$ cat config.mk
export PLATFORM = sky130hd
export DESIGN_NAME = masked_logic_hpc3
export DESIGN_NICKNAME = d
export VERILOG_FILES = /design/src/rtl/masked_logic_hpc3_pkg.sv /design/src/rtl/masked_logic_hpc3_bit_core.sv /design/src/rtl/masked_logic_hpc3.sv
export SDC_FILE = /design/constraint.sdc
export NUM_CORES = 1
export LEC_CHECK = 0
export BUFFER_PORTS_ARGS = -buffer_cell sky130_fd_sc_hd__buf_4
export CORE_ASPECT_RATIO = 1.2
export CORE_UTILIZATION = 53
export CTS_CLUSTER_SIZE = 12
export DETAILED_ROUTE_END_ITERATION = 7
export HOLD_SLACK_MARGIN = 0.03
export PLACE_DENSITY = 0.8
export SYNTH_ARGS = -nofsm -noshare
export SYNTH_HDL_FRONTEND = slang
export SYNTH_HIERARCHICAL = 1
export SYNTH_SLANG_ARGS = --single-unit
$ cat constraint.sdc
create_clock -name clk -period 0.95 [get_ports clk]
set_input_delay 0.19 -clock clk [delete_from_list [all_inputs] [get_ports clk]]
set_output_delay 0.19 -clock clk [all_outputs]
set_load 0.05 [all_outputs]
$ cat src/rtl/masked_logic_hpc3_pkg.sv
// Shared definitions for the HPC3 masked logic block.
// Contents: operation mode encodings and the helpers that size and index
// the per-bit randomness.
package masked_logic_hpc3_pkg;

    localparam int unsigned MODE_AND  = 0;
    localparam int unsigned MODE_NAND = 1;
    localparam int unsigned MODE_OR   = 2;
    localparam int unsigned MODE_NOR  = 3;
    localparam int unsigned MODE_XOR  = 4;
    localparam int unsigned MODE_XNOR = 5;

    // Number of unordered share pairs for masking order d.
    function automatic int unsigned half_rnd(input int unsigned d);
        return (d * (d + 1)) / 2;
    endfunction

    // Row-major index of share pair (i, j), i < j, out of n shares.
    function automatic int unsigned pair_idx(input int unsigned i, input int unsigned j,
                                             input int unsigned n);
        return i * n - (i * (i + 1)) / 2 + (j - i - 1);
    endfunction

endpackage

$ cat src/rtl/masked_logic_hpc3_bit_core.sv
// hpc3_bit_core: one masked AND bit using the HPC3 gadget.
// Ports:
//   clk, rst : clock, synchronous active-high reset
//   en       : capture enable (partial-product registers hold when low)
//   a, b     : operand shares (share s at index s)
//   r        : randomness, low half r_ij, high half r'_ij, pairs row-major
//   c        : output shares, compressed combinationally from the registers
module hpc3_bit_core
    import masked_logic_hpc3_pkg::*;
#(
    parameter int unsigned shares = 2
) (
    input  logic                                 clk,
    input  logic                                 rst,
    input  logic                                 en,
    input  logic [shares-1:0]                    a,
    input  logic [shares-1:0]                    b,
    input  logic [2*half_rnd(shares-1)-1:0]      r,
    output logic [shares-1:0]                    c
);

    localparam int unsigned hr = half_rnd(shares - 1);

    // r_ij and r'_ij are symmetric, so map (i, j) and (j, i) to the same slot.
    function automatic int unsigned pidx(input int unsigned i, input int unsigned j);
        if (i < j) begin
            return pair_idx(i, j, shares);
        end
        return pair_idx(j, i, shares);
    endfunction

    logic [shares-1:0] p_d, p_q;
    logic [shares-1:0] u_d [shares];
    logic [shares-1:0] u_q [shares];
    logic [shares-1:0] v_d [shares];
    logic [shares-1:0] v_q [shares];

    // Every nonlinear term gets its own register; diagonal entries stay zero.
    always_comb begin
        for (int unsigned i = 0; i < shares; i++) begin
            p_d[i] = a[i] & b[i];
            u_d[i] = '0;
            v_d[i] = '0;
            for (int unsigned j = 0; j < shares; j++) begin
                if (j != i) begin
                    u_d[i][j] = (a[i] & (b[j] ^ r[pidx(i, j)])) ^ r[hr + pidx(i, j)];
                    v_d[i][j] = (~a[i] & r[pidx(i, j)]) ^ r[hr + pidx(i, j)];
                end
            end
        end
    end

    always_ff @(posedge clk) begin
        if (rst) begin
            p_q <= '0;
            u_q <= '{default: '0};
            v_q <= '{default: '0};
        end else if (en) begin
            p_q <= p_d;
            u_q <= u_d;
            v_q <= v_d;
        end
    end

    always_comb begin
        for (int unsigned i = 0; i < shares; i++) begin
            c[i] = p_q[i] ^ (^(u_q[i] ^ v_q[i]));
        end
    end

endmodule

$ cat src/rtl/masked_logic_hpc3.sv
// masked_logic_hpc3: width parallel masked bits, one-cycle latency.
// Ports:
//   clk, rst  : clock, synchronous active-high reset
//   in_valid  : a, b and r valid this cycle
//   a, b      : operands, bit k share s at index k*(d+1)+s
//   r         : randomness, bit k uses [k*rnd_per_bit +: rnd_per_bit]
//   out_valid : c valid
//   c         : masked result, same packing as a
module masked_logic_hpc3
    import masked_logic_hpc3_pkg::*;
#(
    parameter int unsigned security_order = 1,
    parameter int unsigned width          = 8,
    parameter int unsigned mode           = 0
) (
    input  logic                                          clk,
    input  logic                                          rst,
    input  logic                                          in_valid,
    input  logic [width*(security_order+1)-1:0]           a,
    input  logic [width*(security_order+1)-1:0]           b,
    input  logic [width*2*half_rnd(security_order)-1:0]   r,
    output logic                                          out_valid,
    output logic [width*(security_order+1)-1:0]           c
);

    localparam int unsigned shares      = security_order + 1;
    localparam int unsigned rnd_per_bit = 2 * half_rnd(security_order);
    localparam logic inv_in  = (mode == MODE_OR) || (mode == MODE_NOR);
    localparam logic inv_out = (mode == MODE_NAND) || (mode == MODE_OR) ||
                               (mode == MODE_XNOR);
    localparam logic is_xor  = (mode == MODE_XOR) || (mode == MODE_XNOR);

    if (mode > MODE_XNOR) begin : gen_bad_mode
        $error("masked_logic_hpc3: illegal mode %0d", mode);
    end
    if (security_order < 1) begin : gen_bad_order
        $error("masked_logic_hpc3: security_order must be at least 1");
    end

    logic                      valid_q;
    logic                      inv_q;
    logic [width*shares-1:0]   c_core;

    // The share-0 output inversion is itself registered, so c reads as all
    // zero straight out of reset and holds across idle cycles.
    always_ff @(posedge clk) begin
        if (rst) begin
            valid_q <= 1'b0;
            inv_q   <= 1'b0;
        end else begin
            valid_q <= in_valid;
            if (in_valid) begin
                inv_q <= inv_out;
            end
        end
    end

    assign out_valid = valid_q;

    if (is_xor) begin : gen_xor
        logic [width*shares-1:0] x_q;
        logic                    unused_r;

        assign unused_r = ^r;

        // Linear: share-wise XOR needs no randomness.
        always_ff @(posedge clk) begin
            if (rst) begin
                x_q <= '0;
            end else if (in_valid) begin
                x_q <= a ^ b;
            end
        end
        assign c_core = x_q;
    end else begin : gen_and
        for (genvar k = 0; k < width; k++) begin : gen_bit
            logic [shares-1:0] a_k, b_k;

            // De Morgan: invert share 0 of each operand to turn AND into OR.
            assign a_k = a[k*shares +: shares] ^ shares'(inv_in);
            assign b_k = b[k*shares +: shares] ^ shares'(inv_in);

            hpc3_bit_core #(
                .shares (shares)
            ) u_core (
                .clk (clk),
                .rst (rst),
                .en  (in_valid),
                .a   (a_k),
                .b   (b_k),
                .r   (r[k*rnd_per_bit +: rnd_per_bit]),
                .c   (c_core[k*shares +: shares])
            );
        end
    end

    always_comb begin
        c = c_core;
        for (int unsigned k = 0; k < width; k++) begin
            c[k*shares] = c_core[k*shares] ^ inv_q;
        end
    end

endmodule

==> results.sh, run 1 <==
export IMPL_pwr_share_comb_pct=35.0
export IMPL_fmax_ghz=0.718
export IMPL_seqPwrFrac_pct=37.7
export IMPL_use_met3_pct=3.84
export IMPL_relSlewSlack_pct=60.5
export IMPL_post_route_util_pct=86.1
export IMPL_period_share_pct=147
export IMPL_status="complete, but fails checks"
export IMPL_grt_pass1_wl_um=9760
export IMPL_synth_warnings=6
export IMPL_stdcell_area_mm2=0.00422
export IMPL_power_leakage_nw=1.62
export IMPL_drv_cap=0
export IMPL_fin_nets=409
export IMPL_grt_use_met2_pct=44.4
export IMPL_num_vias=2249
export IMPL_clk_pin_slew_ns=0.09
export IMPL_die_x_um=67.2
export IMPL_cts_setup_buffers=0
export IMPL_hpwl_um=4330
export IMPL_critical_path_max_stage_delay_ns=0.36
export IMPL_ys_types=15
export IMPL_path_common_cell="xnor2_4"
export IMPL_crit_type="flop to primary output"
export IMPL_cts_buffers=5
export IMPL_reg2regPathDepth=2
export IMPL_violations="negative setup slack"
export IMPL_worstPathMaxFanout=2
export IMPL_fp_row_count=28
export IMPL_viasPerCell=5.37
export IMPL_slew_violations=0
export IMPL_endpoint_kind="primary output"
export IMPL_area_delta_synth_final_pct=56.0
export IMPL_finalSetupViolations=17
export IMPL_tightest_slew_ns=0.592
export IMPL_start_kind="flop"
export IMPL_ys_ff_latch=49
export IMPL_cts_buffer_depth=2
export IMPL_grt_pass1_vias=2140
export IMPL_finalHoldWorstSlack_ns=0.168
export IMPL_firstDrtPassIters=6
export IMPL_postSynthNetCount=333
export IMPL_cts_root_buffer="clkbuf_8"
export IMPL_avgRoutedWirePerCell_um=14.2
export IMPL_die_height_um=80.3
export IMPL_cts_tree="done"
export IMPL_rsz0062_at_grt="yes"
export IMPL_synth_area_per_cell_um2=9.60
export IMPL_finalHoldViolCount=0
export IMPL_power_internal_mw=4.39
export IMPL_top_usage_layer="met2"
export IMPL_diodes=0
export IMPL_ant_nets=0
export IMPL_drt_total_wl_um=5960
export IMPL_clock_sinks=49
export IMPL_switching_power_mw=1.99
export IMPL_core_area_mm2=0.00490
export IMPL_antenna_found_initial=0
export IMPL_initial_core_util_pct=55.2
export IMPL_drt_iter0_markers=109
export IMPL_grt_ovfl_total=0
export IMPL_cp_slowest_cell="dfxtp_2"
export IMPL_tns_ns=-6.89
export IMPL_crit_chain="xnor2_4 > xnor2_4 > buf_6"
export IMPL_skew_ns=0
export IMPL_gp_congestion=0.742
export IMPL_post_route_min_period_ns=1.39
export IMPL_ir_worst_vdd_mv=0.896
export IMPL_setup_slack_ns=-0.442
export IMPL_drc=0
export IMPL_post_dp_cell_area_mm2=0.00399
export IMPL_cp_arrival_ns=1.20
export IMPL_pwr_share_clk_pct=27.3
export IMPL_insertion_delay_ns=0.30
export IMPL_drive_above_1_share_pct=48.7
export IMPL_worstHoldPathCells=3
export IMPL_cp_required_ns=0.76
export IMPL_netlist_instances=282
export IMPL_swShare_pct=31.2
export IMPL_ys_seq_area_share_pct=36.2
export IMPL_die_area_mm2=0.00540
export IMPL_hp_class="input port to flop"
export IMPL_syn_area_mm2=0.00271
export IMPL_groute_usage_overall_pct=24.2
export IMPL_hold_buffers=0
export IMPL_grt_max_degree=50
export IMPL_io_buffers=67
export IMPL_grtUsageMet1_pct=27.6
export IMPL_ios=68
export IMPL_powerDensity_mw_per_mm2=1510
export IMPL_cts_htree_levels=2
-- worst paths after layout --
kind | slack, ns | start | to
setup / recovery | -0.44 | gen_and.gen_bit[5].u_core/u_q[0] | c[11]
hold / removal | 0.17 | b[8] | gen_and.gen_bit[4].u_core/p_q[0]
setup reg to reg | 0.12 | gen_and.gen_bit[6].u_core/v_q[3] | gen_and.gen_bit[6].u_core/v_q[3]
hold reg to reg | 0.51 | gen_and.gen_bit[2].u_core/p_q[0] | gen_and.gen_bit[2].u_core/p_q[0]
-- power groups by stage --
stage               combinational (mW)  clock, mW  sequential, mW
floorplan                         1.51          0            2.45
finish                            2.23       1.74            2.41
CTS                               2.24       1.79            2.42
detailed placement                2.13          0            2.47
global route                      2.37       1.88            2.43
global placement                  2.08          0            2.46
-- per-stage QoR --
step / total power [mW] / setup slack [ns] / cells
3_5_place_dp: 4.59 / -0.167 / 411
5_1_grt: 6.68 / -0.496 / 419
3_3_place_gp: 4.54 / -0.137 / 411
2_1_floorplan: 3.97 / -0.0975 / 282
6_report: 6.38 / -0.442 / 419
4_1_cts: 6.44 / -0.462 / 419
-- repair_timing --
item                                    in CTS  in global routing
cloned                                       0                  0
pin swaps                                   17                 12
endpoints found under the setup margin      17                 17
gates resized for setup                     25                  7
-- worst max-delay path: cells and delay by family, from the launching register on --
kind	cells	cell delay, ns
flops	1	0.36
xor+xnor	2	0.36
buf+inv	1	0.17
-- per-layer routing --
| layer | vias up | wire length (µm) | share of wire, % |
|---|---|---|---|
| met5 | - | 0 | 0 |
| met4 | 0 | 88 | 1.5 |
| met3 | 8 | 174 | 2.9 |
| met2 | 47 | 3350 | 56 |
| met1 | 1050 | 2350 | 39 |
| li1 | 1144 | - | - |
-- cells in the final DEF (no fill, tap or decap), types with 5 or more instances in the layout --
| cell type | Yosys | routed |
|---|---|---|
| xor2_1 | 16 | 16 |
| dfxtp_1 | 49 | 16 |
| xnor2_1 | 48 | 16 |
| a21oi_1 | 16 | 16 |
| and2b_2 | 16 | 16 |
| buf_4 | 0 | 58 |
| nand3b_1 | 16 | 16 |
| xnor2_4 | 0 | 32 |
| a211oi_1 | 16 | 16 |
| nand3_1 | 16 | 16 |
| dfxtp_2 | 0 | 21 |
| dfxtp_4 | 0 | 12 |
| a311oi_2 | 8 | 8 |
| buf_6 | 0 | 15 |
| nand2b_1 | 16 | 16 |
| clkbuf_8 | 0 | 5 |
| nor2_1 | 32 | 32 |
| a21bo_1 | 16 | 16 |
| a311oi_1 | 8 | 8 |
-- state kept, by name, indices dropped and copies added, names as in the netlist --
| signal | cells |
|---|---|
| out_valid | 1 |
| gen_and.gen_bit.u_core/u_q | 16 |
| gen_and.gen_bit.u_core/p_q | 16 |
| gen_and.gen_bit.u_core/v_q | 16 |
-- final cells by class --
type / instances / area (µm²)
clock buffer: 5 / 68.8
multi-input combinational: 225 / 2290
clock inverter: 3 / 65.1
sequential: 49 / 1050
fill: 261 / 683
tap: 60 / 75.1
timing repair buffer: 77 / 674
-- kinds of logic (layout without fill, tap and decap cells) --
family / count (synthesis) / count (layout) / share of synthesized area [%]
flops: 49 / 49 / 36.2
compound gates: 64 / 64 / 20.3
xor+xnor: 64 / 64 / 20.7
buf+inv: 8 / 85 / 1.48
simple gates: 97 / 97 / 21.2
-- cell usage after synthesis, drive strengths merged --
cell / instances / area [µm²]
a21oi: 16 / 80.1
and2b: 16 / 140
xor2: 16 / 140
a311oi: 16 / 190
nor2: 32 / 120
xnor2: 48 / 420
a21bo: 16 / 160
a211oi: 16 / 120
nand3: 16 / 80.1
nand3b: 16 / 120
nand2b: 16 / 100
buf: 8 / 40.0
dfxtp: 49 / 981
nor2b: 1 / 13.8
(Power assumes the default switching activity.)
==> inputs of run 2 (changes only) <==
- CORE_UTILIZATION: 53 -> 27
- PLACE_DENSITY: 0.8 -> unset
==> run 2 against run 1 <==
  * The run still ends with negative setup slack left
  * Clock skew unchanged
  * Flip-flop and latch count unchanged
  * Power rose by 3.4%
  * Largest power group unchanged
  * Highest routed layer unchanged
==> results.sh, run 2 (synthesis gave the netlist of run 1 again) <==
export IMPL_status="complete, but fails checks"
export IMPL_violations="negative setup slack"
export IMPL_post_route_util_pct=45.6
export IMPL_ant_nets=0
export IMPL_power_internal_mw=4.59
export IMPL_ff2ff_setup_slack_ns=0.16
export IMPL_ios=68
export IMPL_gp_congestion=0.713
export IMPL_drt_total_wl_um=5540
export IMPL_cts_buffer_depth=2
export IMPL_fmax_ghz=0.736
export IMPL_antenna_found_initial=0
export IMPL_setup_slack_ns=-0.409
export IMPL_finalSetupViolations=16
export IMPL_groute_usage_overall_pct=11.9
export IMPL_post_dp_cell_area_mm2=0.00413
export IMPL_hp_class="input port to flop"
export IMPL_cts_buffers=5
export IMPL_layout_cells_most_common="buf_4"
export IMPL_reg_largest_list="gen_and.gen_bit.u_core/p_q (16), gen_and.gen_bit.u_core/u_q (16), gen_and.gen_bit.u_core/v_q (16)"
export IMPL_pwr_share_clk_pct=29.7
export IMPL_die_area_mm2=0.0104
export IMPL_initial_core_util_pct=28.2
export IMPL_die_x_um=93.4
export IMPL_cts_tree="done"
export IMPL_finalPower_mw=6.60
export IMPL_swShare_pct=30.4
export IMPL_area_delta_synth_final_pct=62.0
export IMPL_skew_ns=0
export IMPL_diodes=0
export IMPL_seqPwrFrac_pct=36.4
export IMPL_pwr_share_comb_pct=33.9
export IMPL_fin_nets=413
export IMPL_final_cell_mix="buf_4 (59), xnor2_4 (32), nor2_1 (32), dfxtp_2 (23)"
export IMPL_clk_pin_slew_ns=0.06
export IMPL_powerDensity_mw_per_mm2=1510
export IMPL_dp_slack_ns=-0.150
export IMPL_finalHoldViolCount=0
export IMPL_rsz0062_at_grt="yes"
export IMPL_die_height_um=112
export IMPL_drv_cap=0
export IMPL_cts_root_buffer="clkbuf_16"
export IMPL_num_vias=2203
export IMPL_worstPathMaxFanout=2
export IMPL_cts_htree_levels=2
export IMPL_firstDrtPassIters=4
export IMPL_stdcell_area_mm2=0.00439
export IMPL_insertion_delay_ns=0.28
export IMPL_grt_ovfl_total=0
export IMPL_slew_violations=0
export IMPL_period_share_pct=143
export IMPL_grt_pass1_vias=2210
export IMPL_cp_required_ns=0.76
export IMPL_tightest_slew_ns=0.245
export IMPL_post_route_min_period_ns=1.36
export IMPL_ir_worst_vdd_mv=0.652
export IMPL_drc=0
export IMPL_crit_type="flop to primary output"
export IMPL_start_kind="flop"
export IMPL_grt_max_degree=37
export IMPL_drive_above_1_share_pct=49.2
export IMPL_core_area_mm2=0.00961
export IMPL_avgRoutedWirePerCell_um=11.4
export IMPL_endpoint_kind="primary output"
export IMPL_cp_arrival_ns=1.17
export IMPL_fp_row_count=39
export IMPL_relSlewSlack_pct=83.5
export IMPL_io_buffers=67
export IMPL_viasPerCell=4.54
export IMPL_clock_sinks=49
export IMPL_power_leakage_nw=1.66
export IMPL_hpwl_um=4220
export IMPL_grt_pass1_wl_um=10000
export IMPL_hold_buffers=0
export IMPL_drt_iter0_markers=53
export IMPL_num_fill_cells=901
export IMPL_switching_power_mw=2.01
## run 2: path summary, 6_finish.rpt
kind / from / end / cells past startpoint
worst max-delay path: gen_and.gen_bit[5].u_core/u_q[0] / c[11] / 3
worst min-delay path: b[5] / gen_and.gen_bit[2].u_core/p_q[1] / 3
worst max register to register: gen_and.gen_bit[0].u_core/u_q[3] / gen_and.gen_bit[0].u_core/u_q[3] / 2
worst min register to register: gen_and.gen_bit[4].u_core/p_q[1] / gen_and.gen_bit[4].u_core/p_q[1] / 2
## run 2: per-stage QoR
step / hold WS (ns) / TNS [ns] / cells
after floorplan: 0.250 / -1.56 / 282
after global placement: 0.492 / -2.83 / 478
after detailed placement: 0.488 / -3.27 / 478
after CTS: 0.183 / -6.68 / 485
after global routing: 0.191 / -7.12 / 485
final: 0.191 / -6.34 / 485
## run 2: timing repair
action                                  4_1_cts  5_1_grt
hold endpoints to repair                      0        0
gates cloned                                  0        0
gates resized for setup                      23        6
setup buffers                                 0        0
pin swaps                                    13       13
endpoints found under the setup margin       17       17
## run 2: worst max-delay path: stages (launching register included)
cell and delay [ns]:
dfxtp_4 0.36, xnor2_4 0.21, xnor2_4 0.14, buf_6 0.18
## run 2: layout make-up
class                           instances  area, µm²  share of cell area [%]
Clock buffer                            5        125                    2.85
Sequential cell                        49       1050                    23.9
Clock inverter                          2       35.0                   0.799
Tap cell                              123        154                    3.51
Multi-Input combinational cell        225       2290                    52.1
Timing Repair Buffer                   81        738                    16.8
## run 2: power groups by stage
stage          clock network (mW)  logic, mW  registers (mW)
2_1_floorplan                   0       1.51            2.45
3_3_place_gp                    0       2.13            2.46
3_5_place_dp                    0       2.15            2.46
4_1_cts                      2.07       2.26            2.41
5_1_grt                      2.14       2.38            2.43
6_report                     1.96       2.24            2.40
## run 2: per-layer routing
layer	vias up	routed length, µm	share of wire (%)	GRT usage, %
li1	1155	-	-	-
met1	1004	2450	44	14.1
met2	39	2750	50	20.5
met3	5	253	4.6	2.80
met4	0	90	1.6	4.31
met5	-	0	0	0
==> inputs of run 3 (changes only) <==
- CORE_MARGIN: unset -> 4
==> run 3 against run 2 <==
  * The flow still finishes with violations (negative setup slack)
  * Global-route usage decreased by 1.5 points
  * Flip-flop and latch count did not move
  * Count of clock-buffer cells in the layout increased by 1
  * Routed wire length grew 3.6%
  * Highest routed layer unchanged
  * Non-clock buffer count did not move
  * Clock skew did not move
  * Combinational power about the same
  * Die area up 12%
  * Sequential share of layout area is essentially flat
  * Final cell count grew 0.21%
==> results.sh, run 3 (synthesis gave the netlist of run 1 again) <==
export IMPL_status="complete, but fails checks"
export IMPL_violations="negative setup slack"
export IMPL_final_cell_mix="buf_4 (59), xnor2_4 (32), nor2_1 (32), dfxtp_2 (22), buf_6 (17)"
export IMPL_grt_ovfl_total=0
export IMPL_grt_pass1_vias=2267
export IMPL_start_kind="flop"
export IMPL_clock_sinks=49
export IMPL_fp_row_count=39
export IMPL_cts_buffer_depth=2
export IMPL_die_height_um=118
export IMPL_grt_max_degree=39
export IMPL_layout_cells_most_common="buf_4"
export IMPL_die_area_mm2=0.0117
export IMPL_cts_tree="done"
export IMPL_fin_nets=413
export IMPL_cts_htree_levels=2
export IMPL_crit_type="flop to primary output"
export IMPL_endpoint_kind="primary output"
export IMPL_insertion_delay_ns=0.28
export IMPL_io_buffers=67
export IMPL_ios=68
export IMPL_drv_cap=0
export IMPL_ant_nets=0
export IMPL_dp_slack_ns=-0.156
export IMPL_post_dp_cell_area_mm2=0.00413
export IMPL_powerDensity_mw_per_mm2=1530
export IMPL_post_route_min_period_ns=1.36
export IMPL_setup_slack_ns=-0.415
export IMPL_diodes=0
export IMPL_clk_pin_slew_ns=0.07
export IMPL_tightest_slew_ns=0.220
export IMPL_grt_pass1_wl_um=10000
export IMPL_cts_buffers=5
export IMPL_cts_setup_buffers=0
export IMPL_ir_worst_vdd_mv=0.618
export IMPL_antenna_found_initial=0
export IMPL_stdcell_area_mm2=0.00440
export IMPL_skew_ns=0
export IMPL_cp_required_ns=0.76
export IMPL_num_fill_cells=941
export IMPL_area_delta_synth_final_pct=62.6
export IMPL_drc=0
export IMPL_rsz0062_at_grt="yes"
export IMPL_viasPerCell=4.56
export IMPL_cts_root_buffer="clkbuf_16"
export IMPL_die_x_um=99.4
export IMPL_relSlewSlack_pct=85.2
export IMPL_hp_class="input port to flop"
export IMPL_fmax_ghz=0.733
export IMPL_drive_above_1_share_pct=49.3
export IMPL_drt_total_wl_um=5740
export IMPL_drt_iter0_markers=41
export IMPL_hpwl_um=4510
export IMPL_reg_largest_list="gen_and.gen_bit.u_core/p_q (16), gen_and.gen_bit.u_core/u_q (16), gen_and.gen_bit.u_core/v_q (16)"
export IMPL_groute_usage_overall_pct=10.3
export IMPL_initial_core_util_pct=28.0
export IMPL_power_leakage_nw=1.67
export IMPL_period_share_pct=144
export IMPL_core_area_mm2=0.00966
export IMPL_cp_arrival_ns=1.17
export IMPL_gp_congestion=0.698
export IMPL_avgRoutedWirePerCell_um=11.8
export IMPL_num_vias=2218
export IMPL_finalHoldViolCount=0
export IMPL_slew_violations=0
export IMPL_firstDrtPassIters=2
export IMPL_worstPathMaxFanout=2
export IMPL_finalSetupViolations=16
-- run 3: final timing paths --
check / start / endpoint / slack, ns / depth (start not counted)
max: gen_and.gen_bit[3].u_core/u_q[3] / c[6] / -0.41 / 3
min: b[13] / gen_and.gen_bit[6].u_core/p_q[1] / 0.19 / 3
min reg2reg: gen_and.gen_bit[0].u_core/p_q[1] / gen_and.gen_bit[0].u_core/p_q[1] / 0.51 / 2
max reg2reg: gen_and.gen_bit[5].u_core/v_q[3] / gen_and.gen_bit[5].u_core/v_q[3] / 0.15 / 2
-- run 3: power by group --
part	switching (mW)	internal, mW	total (mW)
registers	0.207	2.20	2.40
clock network	0.767	1.31	2.08
logic	1.06	1.17	2.24
-- run 3: routing by layer --
metal / vias to the layer above / part of all wire, % / track usage, %
met5: - / 0 / 0
met4: 0 / 1.9 / 4.61
met3: 7 / 3.4 / 1.54
met2: 34 / 56 / 20.0
met1: 1030 / 38 / 10.6
li1: 1147 / - / -
-- run 3: timing repair --
item                                    4_1_cts  5_1_grt
resized for setup                            25        4
hold buffers                                  0        0
pin swaps                                    17       15
endpoints found under the setup margin       17       17
-- run 3: layout make-up --
cell class	count	area, µm²	share of cell area (%)
sequential	49	1050	23.9
multi-input combinational	225	2290	51.9
clock buffer	6	139	3.16
timing repair buffer	81	734	16.7
clock inverter	2	37.5	0.853
tap	123	154	3.50
-- run 3: critical path, stage by stage, from the launching register on --
cell,delay [ns]
dfxtp_2,0.35
xnor2_4,0.21
xnor2_4,0.15
buf_6,0.18
-- run 3: metrics by stage --
step | total power [mW] | hold WS (ns) | std cells | setup TNS, ns | utilization [%]
final | 6.72 | 0.190 | 486 | -6.40 | 45.5
after global routing | 7.06 | 0.188 | 486 | -7.07 | 45.5
after CTS | 6.85 | 0.180 | 486 | -6.80 | 45.4
after detailed placement | 4.63 | 0.489 | 478 | -3.34 | 42.8
after global placement | 4.60 | 0.489 | 478 | -2.85 | 42.8
after floorplan | 3.97 | 0.250 | 282 | -1.56 | -
